--- config.mk ---
export PLATFORM = sky130hd
export DESIGN_NAME = multiclock_reg_arbiter
export DESIGN_NICKNAME = d
export VERILOG_FILES = /design/src/rtl/multiclock_reg_arbiter_pkg.sv /design/src/rtl/multiclock_reg_arbiter_rr_pick.sv /design/src/rtl/multiclock_reg_arbiter.sv
export SDC_FILE = /design/constraint.sdc
export NUM_CORES = 1
export LEC_CHECK = 0
export ABC_AREA = 1
export CAP_MARGIN = 20
export CORE_ASPECT_RATIO = 1.1
export CORE_UTILIZATION = 48
export CTS_CLUSTER_DIAMETER = 80
export DETAILED_ROUTE_END_ITERATION = 6
export GPL_TIMING_DRIVEN = 0
export HOLD_SLACK_MARGIN = 0.12
export PLACE_DENSITY = 0.94
export SYNTH_ARGS = -nofsm -noshare
export SYNTH_HDL_FRONTEND = slang
export SYNTH_HIERARCHICAL = 1
export SYNTH_SLANG_ARGS = --single-unit
--- constraint.sdc ---
create_clock -name myClock -period 5.75 [get_ports myClock]
set_input_delay 0.8625 -clock myClock [delete_from_list [all_inputs] [get_ports myClock]]
set_output_delay 0.8625 -clock myClock [all_outputs]
set_load 0.05 [all_outputs]
--- src/rtl/multiclock_reg_arbiter_pkg.sv ---
// Shared definitions for the round-robin register arbiter: FSM encoding and
// the width helper used to size index and counter fields.
package multiclock_pkg;

    typedef enum logic {
        IDLE = 1'b0,
        HOLD = 1'b1
    } state_t;

    // Number of bits needed to encode values 0..value-1; yields 0 for value <= 1.
    function automatic int clog2(input int value);
        int width;
        width = 0;
        for (int v = value - 1; v > 0; v = v >> 1) begin
            width = width + 1;
        end
        return width;
    endfunction

endpackage

--- src/rtl/multiclock_reg_arbiter_rr_pick.sv ---
// Round-robin priority pick: scans requesters starting just after last_grant
// and returns the first active one as a one-hot vector plus its index.
module rr_pick
    import multiclock_pkg::*;
#(
    parameter int N     = 4,
    parameter int IDX_W = clog2(N)
) (
    input  logic [N-1:0]     req,
    input  logic [IDX_W-1:0] last_grant,
    output logic [N-1:0]     grant,
    output logic [IDX_W-1:0] index
);

    logic             found;
    logic [IDX_W-1:0] cand;

    always_comb begin
        grant = '0;
        index = '0;
        found = 1'b0;
        cand  = '0;
        for (int k = 1; k <= N; k++) begin
            cand = IDX_W'((int'(last_grant) + k) % N);
            if (!found && req[cand]) begin
                found       = 1'b1;
                grant[cand] = 1'b1;
                index       = cand;
            end
        end
    end

endmodule

--- src/rtl/multiclock_reg_arbiter.sv ---
// Shared register written by N_REQ requesters under round-robin arbitration;
// each accepted value is held for HOLD_CYC cycles before the next grant.
module multiclock_reg_arbiter
    import multiclock_pkg::*;
#(
    parameter int N_REQ    = 4,
    parameter int DATA_W   = 8,
    parameter int HOLD_CYC = 2
) (
    input  logic                      myClock,
    input  logic                      myNewReset_n,
    input  logic [N_REQ-1:0]          io_req_valid,
    input  logic [N_REQ*DATA_W-1:0]   io_req_data,
    output logic [N_REQ-1:0]          io_req_ready,
    output logic [DATA_W-1:0]         io_out,
    output logic                      io_out_valid,
    output logic [clog2(N_REQ)-1:0]   io_grant_id,
    output logic                      io_busy
);

    localparam int IDX_W = clog2(N_REQ);
    localparam int CNT_W = clog2(HOLD_CYC + 1);
    localparam logic [CNT_W-1:0] HOLD_LOAD  = CNT_W'(HOLD_CYC - 1);
    localparam logic [IDX_W-1:0] LAST_RESET = IDX_W'(N_REQ - 1);

    state_t            state;
    logic [DATA_W-1:0] shared_reg;
    logic [CNT_W-1:0]  hold_cnt;
    logic [IDX_W-1:0]  last_grant;
    logic [IDX_W-1:0]  grant_id;
    logic [N_REQ-1:0]  pick_grant;
    logic [IDX_W-1:0]  pick_index;
    logic              handshake;

    rr_pick #(
        .N     (N_REQ),
        .IDX_W (IDX_W)
    ) u_rr_pick (
        .req        (io_req_valid),
        .last_grant (last_grant),
        .grant      (pick_grant),
        .index      (pick_index)
    );

    // Grants are offered only in IDLE and are suppressed while reset is low,
    // so a request seen in the reset cycle is never acknowledged.
    assign io_req_ready = (state == IDLE && myNewReset_n) ? pick_grant : '0;
    assign handshake    = |(io_req_valid & io_req_ready);

    always_ff @(posedge myClock) begin
        if (!myNewReset_n) begin
            state      <= IDLE;
            shared_reg <= '0;
            hold_cnt   <= '0;
            grant_id   <= '0;
            last_grant <= LAST_RESET;
        end else begin
            case (state)
                IDLE: begin
                    if (handshake) begin
                        shared_reg <= io_req_data[pick_index*DATA_W +: DATA_W];
                        last_grant <= pick_index;
                        grant_id   <= pick_index;
                        hold_cnt   <= HOLD_LOAD;
                        state      <= HOLD;
                    end
                end
                HOLD: begin
                    if (hold_cnt == '0) begin
                        state <= IDLE;
                    end else begin
                        hold_cnt <= hold_cnt - 1'b1;
                    end
                end
                default: state <= IDLE;
            endcase
        end
    end

    assign io_out       = shared_reg;
    assign io_grant_id  = grant_id;
    assign io_out_valid = (state == HOLD);
    assign io_busy      = (state == HOLD);

endmodule

==> results of run 1 <==
report_power, final:
group | total [mW] | switching [mW] | internal, mW | leakage, nW
logic | 0.797 | 0.514 | 0.282 | 0.755
clock network | 0.0636 | 0.0370 | 0.0265 | 0.0139
registers | 0.160 | 0.0246 | 0.135 | 0.123
cells by family (layout without fill, tap and decap cells):
group | count (synthesis) | after routing
compound gates | 47 | 47
fa+ha+maj | 9 | 9
buf+inv | 33 | 89
flops | 15 | 15
simple gates | 120 | 120
critical path: cells and delay by family:
family	cells	cell delay (ps)
simple gates	7	600
buf+inv	5	1710
per-layer routing:
layer / GRT usage, % / routed length [um]
met1: 30.9 / 1460
met2: 43.7 / 1840
met3: 3.85 / 288
met4: 5.64 / 78
met5: 0 / 0
area by class of cell:
cell class | instances | share of cell area, %
Buffer | 10 | 3.79
Timing Repair Buffer | 52 | 25.9
Clock buffer | 3 | 1.12
Inverter | 23 | 4.66
Sequential cell | 15 | 14.9
Clock inverter | 1 | 0.373
Tap cell | 33 | 2.05
Multi-Input combinational cell | 176 | 47.2
per-stage QoR:
stage          cell area, um2  hold slack [ps]
2_1_floorplan            1420              451
3_3_place_gp             1980              457
3_5_place_dp             1980              461
4_1_cts                  2010              475
5_1_grt                  2010              510
6_report                 2010              474
sequential cells by signal, indices dropped and copies added, names as in the netlist:
register     count
hold_cnt         2
io_busy          1
io_grant_id      2
io_out           8
last_grant       2
final timing paths:
kind / end / cells after the start / startpoint
worst min-delay path: io_grant_id[0]$_SDFFE_PN0P_ / 2 / io_grant_id[0]$_SDFFE_PN0P_
worst min register to register: io_grant_id[0]$_SDFFE_PN0P_ / 2 / io_grant_id[0]$_SDFFE_PN0P_
worst max-delay path: io_req_ready[1] / 12 / io_req_valid[1]
worst max register to register: io_out[7]$_SDFFE_PN0P_ / 16 / last_grant[1]$_SDFFE_PN1P_
layout by cell type, fill, tap and decap left out, types with 7 or more instances in the layout:
cell type        count
a21oi_1              9
nand2_1             25
o21ai_0             27
nand3_1             28
o21ai_1              7
clkdlybuf4s50_1     52
dfxtp_1             15
ha_1                 9
nor2_1              49
inv_1               18
==> results.ini, run 1 <==
[status]
status=completed

[setup_path]
worstPathRequired_ps=4890
crit_arrival_ps=3170
cp_slowest_cell=clkdlybuf4s50_1
cp-end-kind=primary output
critPathKind=in2out
r2r_slack_ps=2830
start_kind=input port
path_cells=clkdlybuf4s50_1, inv_1, nand2_1, nand3_1, nand2_1, nand2_1, inv_1, nand3_1, nand3_1, inv_1, nor2_1, clkdlybuf4s50_1
crit_path_max_fanout=4
critPathMaxStageDelay_ps=800

[global_routing]
grt_max_degree=12
grt_pass1_wl_um=6050
grt_pass1_vias=1460
grt_usage_pct=24.8
antenna_found_initial=0
grt_overflow=0

[cells_and_area]
seqCellArea_um2=300
instances_no_fill=313
syn_to_final_growth_pct=41.6
fin_util_pct=72.5
fin_nets=328
drive_gt1_share_pct=11.8
multiInputGateArea_um2=951
antenna_cells=0
fill_cells=230

[logic_synthesis]
synth_cell_types=25
yosysMostFrequentCell=nor2_1
synth_area_leader_cell=dfxtp_1
synth_simple_gate_area_share_pct=41.7
synth.yosys.seq_area_share_pct=21.1
synth_compound_gate_area_share_pct=17.3
muxShareOfSynthArea_pct=0
synth-seq-cells=15
synth_area_leaders=dfxtp_1, nor2_1, nand3_1
synth.avg_cell_area_um2=6.35
synth_top_family_by_area=simple AND/OR/NAND/NOR gates
yosysWarnings=6
synthFlopType=dfxtp_1
async_flop_share_pct=0
synthCells=224
synth-xor-area-share_pct=0
synthAdderAreaFrac_pct=7.92
synth_nets=271
synth_top_area_share_pct=21.1
synth_commonest_cells=nor2_1, nand3_1, o21ai_0
synth_edf_count=0
syn_area_mm2=0.00142

[sta]
setup_ws_ps=1710
setup_tns_ps=0
worst_pin_slew_ps=519
fin_skew_ps=10.3
maxSlewViolCount=0
min_period_ps=4040
fmax_ghz=0.248
setup_viol=0
period_share_pct=70.2
hold_viol=0
rsz0062_at_grt=false
relSlewSlack_pct=65.3

[route]
drt_iter0_drc=64
vias_per_cell=5.27
num_vias=1648
wl_per_cell_um=11.7
finalWirelength_um=3660
ant_nets=0
first_pass_iters=4
drc=0

[placed_design]
gp_congestion=0.937
dp.cells=309
dp_hpwl_um=2910
place_ws_ps=1730
numPortBuffers=52

[die]
die_height_um=59.1
row_count=20
start_util_pct=51.2
coreArea_mm2=0.00278
die_w_um=53.9
ios=54
fp.dieArea_mm2=0.00318

[cts]
holdBufCountCts=0
cts_setup_buffers=0
cts_buffer_depth=2
clock_sinks=15
clk-insertion-delay-late_ps=300
htree_num_levels=1
cts_tree=built
path_clk_slew_ps=100
numCtsBuffers=3
clockRootBuffer=clkbuf_4
ctsResizeCount=0

[pwr]
irDropWorstVdd_uv=385
power.density_mw_per_mm2=507
cellLeakagePower_nw=0.892
total_power_mw=1.02

[worst_hold_path]
hp-class=reg2reg

[job]
drv_cap=0

(Power assumes the default switching activity.)
==> run 2, diff against run 1 <==
- CORE_UTILIZATION: 48 -> 40
- PLACE_DENSITY: 0.94 -> 0.85
- clock period: 5.75 -> 3.59 ns (I/O delays scaled with it)
==> run 2 against run 1 <==
Net effect: routed wire length down 3.4%; non-clock buffer count unchanged; total power up 57%; hold slack worse by 4.3 ps; clock power up 52%; core utilization down 13 points.
==> results.ini, run 2 (synthesis results as in run 1) <==
[status]
status=completed

[sta]
setup_tns_ps=0  ; unchanged
period_share_pct=90.1
min_period_ps=3240
rsz0062_at_grt=false
whs_ps=469  ; -4.27 ps
setup_ws_ps=354  ; -1360 ps
relSlewSlack_pct=65.3  ; about the same
fmax_ghz=0.309
maxSlewViolCount=0  ; unchanged
worst_pin_slew_ps=519  ; -0.230 ps
fin_skew_ps=3.21  ; -7.11 ps
setup_viol=0  ; unchanged
hold_viol=0  ; unchanged

[setup_path]
cp_slowest_cell=dfxtp_1
worstPathRequired_ps=3050  ; -1840 ps
r2r_cells=15  ; -1
r2r_slack_ps=620  ; -2210 ps
start_kind=register
timing.rr.end=io_out[4]$_SDFFE_PN0P_
crit_arrival_ps=2700  ; -470 ps
cp-end-kind=primary output
timing.rr.start=last_grant[1]$_SDFFE_PN1P_
critPathMaxStageDelay_ps=540  ; -260 ps
path_cells=inv_1, ha_1, inv_1, nand3_1, nand2_1, nand2_1, inv_1, nand3_1, nand3_1, inv_1, nor2_1, clkbuf_2
cp.buffers_inverters=5  ; unchanged
crit_path_max_fanout=10  ; +6
critPathKind=reg2out
path_common_cell=inv_1
crit_family=buffers and inverters

[cells_and_area]
fill_cells=333  ; +45%
fin_area_mm2=0.00201  ; -0.25%
instances_no_fill=328  ; +4.8%
antenna_cells=0  ; unchanged
syn_to_final_growth_pct=41.3
layout_common_cells=nor2_1, clkdlybuf4s50_1, nand3_1, o21ai_0, nand2_1
fin_util_pct=59.8  ; -13 points
layout_commonest_cell=nor2_1
fin_nets=328  ; unchanged
largest_register_ffs=8  ; unchanged
drive_gt1_share_pct=12.9  ; +1.1 points

[cts]
clock_sinks=15  ; unchanged
cts_buffer_depth=2  ; unchanged
cts_setup_buffers=0  ; unchanged
clockRootBuffer=clkbuf_4
numCtsBuffers=3  ; unchanged
clk-insertion-delay-late_ps=280  ; -20 ps
cts_tree=built
htree_num_levels=1  ; unchanged
path_clk_slew_ps=90  ; about the same

[placed_design]
place_ws_ps=176  ; -1550 ps
gp_congestion=0.841  ; -10%
placed_cell_area_mm2=0.00200  ; +0.95%
numPortBuffers=52  ; unchanged
dp.cells=324  ; +4.9%
dp_hpwl_um=2870  ; -1.4%

[route]
ant_nets=0  ; unchanged
num_vias=1614  ; -2.1%
vias_per_cell=4.92  ; -6.5%
drc=0  ; unchanged
drt_iter0_drc=87  ; +36%
first_pass_iters=4  ; unchanged
finalWirelength_um=3540  ; -3.4%
wl_per_cell_um=10.8  ; -7.8%

[worst_hold_path]
worstHoldStart=io_grant_id[0]$_SDFFE_PN0P_
hp-class=reg2reg
hold_end=io_grant_id[0]$_SDFFE_PN0P_
min_path_cells=2  ; unchanged

[pwr]
cellLeakagePower_nw=0.898  ; +0.59%
power.density_mw_per_mm2=799  ; +58%
irDropWorstVdd_uv=465  ; +21%
total_power_mw=1.61  ; +57%

[die]
fp.dieArea_mm2=0.00380  ; +19%
die_w_um=58.8  ; +9.2%
row_count=22  ; +10%
coreArea_mm2=0.00336  ; +21%
ios=54  ; unchanged
die_height_um=64.5  ; +9.2%
start_util_pct=42.3  ; -8.8 points

[global_routing]
grt_usage_pct=19.6  ; -5.2 points
grt_pass1_vias=1429  ; -2.1%
grt_max_degree=12  ; unchanged
grt_overflow=0  ; unchanged
antenna_found_initial=0  ; unchanged
grt_pass1_wl_um=5970  ; -1.4%

[job]
drv_cap=0  ; unchanged

run 2: worst max path at each step:
| stage | startpoint | endpoint | slack [ps] | cells after the start |
|---|---|---|---|---|
| global route | last_grant[1]$_SDFFE_PN1P_ | io_req_ready[2] | 100 | 12 |
| detailed placement | last_grant[1]$_SDFFE_PN1P_ | io_req_ready[1] | 180 | 12 |
| CTS | last_grant[1]$_SDFFE_PN1P_ | io_req_ready[1] | 140 | 12 |
| finish | last_grant[1]$_SDFFE_PN1P_ | io_req_ready[1] | 350 | 12 |
| floorplan | last_grant[0]$_SDFFE_PN1P_ | io_req_ready[0] | 740 | 12 |
| global placement | last_grant[1]$_SDFFE_PN1P_ | io_req_ready[0] | 210 | 12 |
run 2: area by class of cell:
cell class | count | area, um2 | area share, %
multi-input combinational | 176 | 951 | 47.4
timing repair buffer | 52 | 500 | 24.9
sequential | 15 | 300 | 15.0
inverter | 23 | 93.8 | 4.67
buffer | 10 | 76.3 | 3.80
tap | 48 | 60.1 | 2.99
clock buffer | 4 | 26.3 | 1.31
run 2: power by group:
group / total [mW] / internal [mW] / switching, mW
sequential: 0.256 / 0.217 / 0.0394
clock: 0.0964 / 0.0431 / 0.0533
combinational: 1.25 / 0.437 / 0.815
run 2: tightest hold or removal path: stages (launching register included):
cell	delay, ps
dfxtp_1	320
nand2_1	60
a21oi_1	50
run 2: layer usage:
layer / up-vias / share of wire (%) / global-route usage (%)
li1: 840 / - / -
met1: 711 / 44 / 23.9
met2: 58 / 50 / 36.1
met3: 5 / 5.6 / 3.19
met4: 0 / 0.82 / 2.98
met5: - / 0 / 0
run 2: timing repair:
action / 4_1_cts / 5_1_grt
gates resized for setup: 4 / 8
hold buffers: 0 / 0
hold endpoints to repair: 0 / 0
endpoints found under the setup margin: 4 / 4
pin swaps: 0 / 0
==> patch (config.mk and constraints of run 2) <==
The parameter `DATA_W` goes from 8 to 12.
--- a/src/rtl/multiclock_reg_arbiter.sv
+++ b/src/rtl/multiclock_reg_arbiter.sv
@@ -4,7 +4,7 @@
     import multiclock_pkg::*;
 #(
     parameter int N_REQ    = 4,
-    parameter int DATA_W   = 8,
+    parameter int DATA_W   = 12,
     parameter int HOLD_CYC = 2
 ) (
     input  logic                      myClock,
Ports: changed (resized io_out and io_req_data); port bits go from 54 to 74. No check against the original RTL was run, so the function may have changed too.
==> patch against run 2 <==
- register-to-register slack worse by 0.06 ns
- non-clock buffer count increased by 26
- setup slack gained 0.025 ns
- wire length grew 26%
- critical path type unchanged
- sequential cell count increased by 4
- count of clock-buffer cells in the layout is 1 lower
- final cell count is 21% higher
- power rose by 26%
- final area rose by 25%
- area after synthesis is 19% higher
==> patch: results (changes against run 2) <==
| Metric | This run | Change |
|:---|:---|:---|
| Reg2reg end | io_out[6] | was io_out[4] |
| Synth Area in Compound Gates | 0.192 | was 0.173 |
| Wire length of the first global-routing pass | 7.52 mm | was 5.97 mm |
| VDD IR max | 525 uV | was 465 uV |
| Vias per std cell | 4.92 | about the same |
| Final-stage net count | 410 | was 328 |
| Data arrival time of the worst path | 2.67 ns | was 2.70 ns |
| Fill count | 389 | was 333 |
| Post-synthesis cell type count | 27 | was 25 |
| CTS H-tree depth | 1 | unchanged |
| Min Tclk post-route | 3.21 ns | was 3.24 ns |
| Leakage power | 1.10 nW | was 0.898 nW |
| Net count of the mapped netlist | 332 | was 271 |
| Slew @ Worst Pin | 0.530 ns | was 0.519 ns |
| Status | complete, no violations | unchanged |
| Clock Skews | 0.000935 ns | was 0.00321 ns |
| Fraction of final layout cells with drive strength greater than 1 | 0.118 | was 0.129 |
| Adder-cell share of the synthesized area | 0.0665 | was 0.0792 |
| Top cells by area in the synthesized netlist | dfxtp_1 (22%), nor2_1 (15%), o21ai_0 (12%), nand3_1 (8.3%), ha_1 (6.6%) | was dfxtp_1 (21%), nor2_1 (13%), nand3_1 (9.9%), o21ai_0 (9.5%), ha_1 (7.9%) |
| Diodes inserted | 0 | unchanged |
| Via count of the first global-routing pass | 1774 | was 1429 |
| Clk_lat worst skew | 0.25 ns | was 0.28 ns |
| Number of I/O port buffers | 73 | was 52 |
| Weighted congestion at the end of routability-driven global placement | 0.961 | was 0.841 |
| Tot GR Track Use | 0.205 | was 0.196 |
| Commonest cells post-synth | nor2_1 (69), o21ai_0 (39), nand3_1 (28) | was nor2_1 (49), nand3_1 (28), o21ai_0 (27) |
| Final cell count without fillers | 398 | was 328 |
| Last element of the critical path | io_req_ready[2] | was io_req_ready[1] |
| Final HPWL DP | 3.66 mm | was 2.87 mm |
| Max FFs per register | 12 | was 8 |
| Register-to-register setup slack | 0.56 ns | was 0.62 ns |
| Syn_area_per_cell | 6.30 um^2 | was 6.35 um^2 |
| Root Buffer Master | clkbuf_8 | was clkbuf_4 |
| Initial drt markers | 142 | was 87 |
| Number of placed instances with taps included | 394 | was 324 |
| Clock transition time at the flip-flop clock pins of the worst setup and hold paths | 0.07 ns | was 0.09 ns |
| Average detailed-routed wire length per instance | 11.2 um | was 10.8 um |
| Sequential share of the synthesized area | 0.225 | was 0.211 |
| Pre-CTS setup slack | 0.162 ns | was 0.176 ns |
| Depth of the most critical reg-to-reg path | 16 | was 15 |
[patch: cell types whose count changed in the layout (fill, tap and decap cells not counted), moves of 2 or more]
cell             delta
clkbuf_8            +3
nor2_1             +20
o21ai_1             +4
dfxtp_1             +4
clkbuf_4            -3
buf_2               +3
clkdlybuf4s50_1    +21
o21ai_0            +12
buf_4               -2
[patch: kinds of logic (layout without fill, tap and decap cells)]
kind of cell | count (synthesis) | after routing
simple gates | 140 | 140
compound gates | 63 | 63
buf+inv | 38 | 115
flops | 19 | 19
fa+ha+maj | 9 | 9
[patch: final cells by class]
class	count	area, um^2	share of cell area
Multi-Input combinational cell	212	1100	0.439
Timing Repair Buffer	73	711	0.282
Sequential cell	19	380	0.151
Buffer	15	116	0.0462
Inverter	23	93.8	0.0373
Tap cell	52	65.1	0.0259
Clock buffer	3	41.3	0.0164
Clock inverter	1	5.00	0.00199
[patch: how the worst min path moves through the flow]
stage,to,slack [ns]
CTS,io_grant_id[1],0.48
detailed placement,io_grant_id[1],0.47
global placement,hold_cnt[1],0.46
global route,io_grant_id[1],0.50
finish,io_grant_id[0],0.48
floorplan,hold_cnt[1],0.45
[patch: per-layer routing]
layer  up-vias  part of all wire  GRT usage
li1       1033                 -          -
met4         0            0.0090     0.0379
met1       843              0.43      0.275
met3         4             0.065     0.0163
met5         -                 0          0
met2        80              0.49      0.355
[patch: report_power, final]
part           switching, W  internal (W)  leakage, nW
clock network     0.0000656     0.0000769       0.0255
logic              0.000993      0.000567        0.918
registers         0.0000483      0.000274        0.156
[patch: critical path: cells and delay by family (launching register included)]
family | cells | cell delay (ns)
fa+ha+maj | 1 | 0.40
simple gates | 6 | 0.62
buf+inv | 5 | 0.86
flops | 1 | 0.54
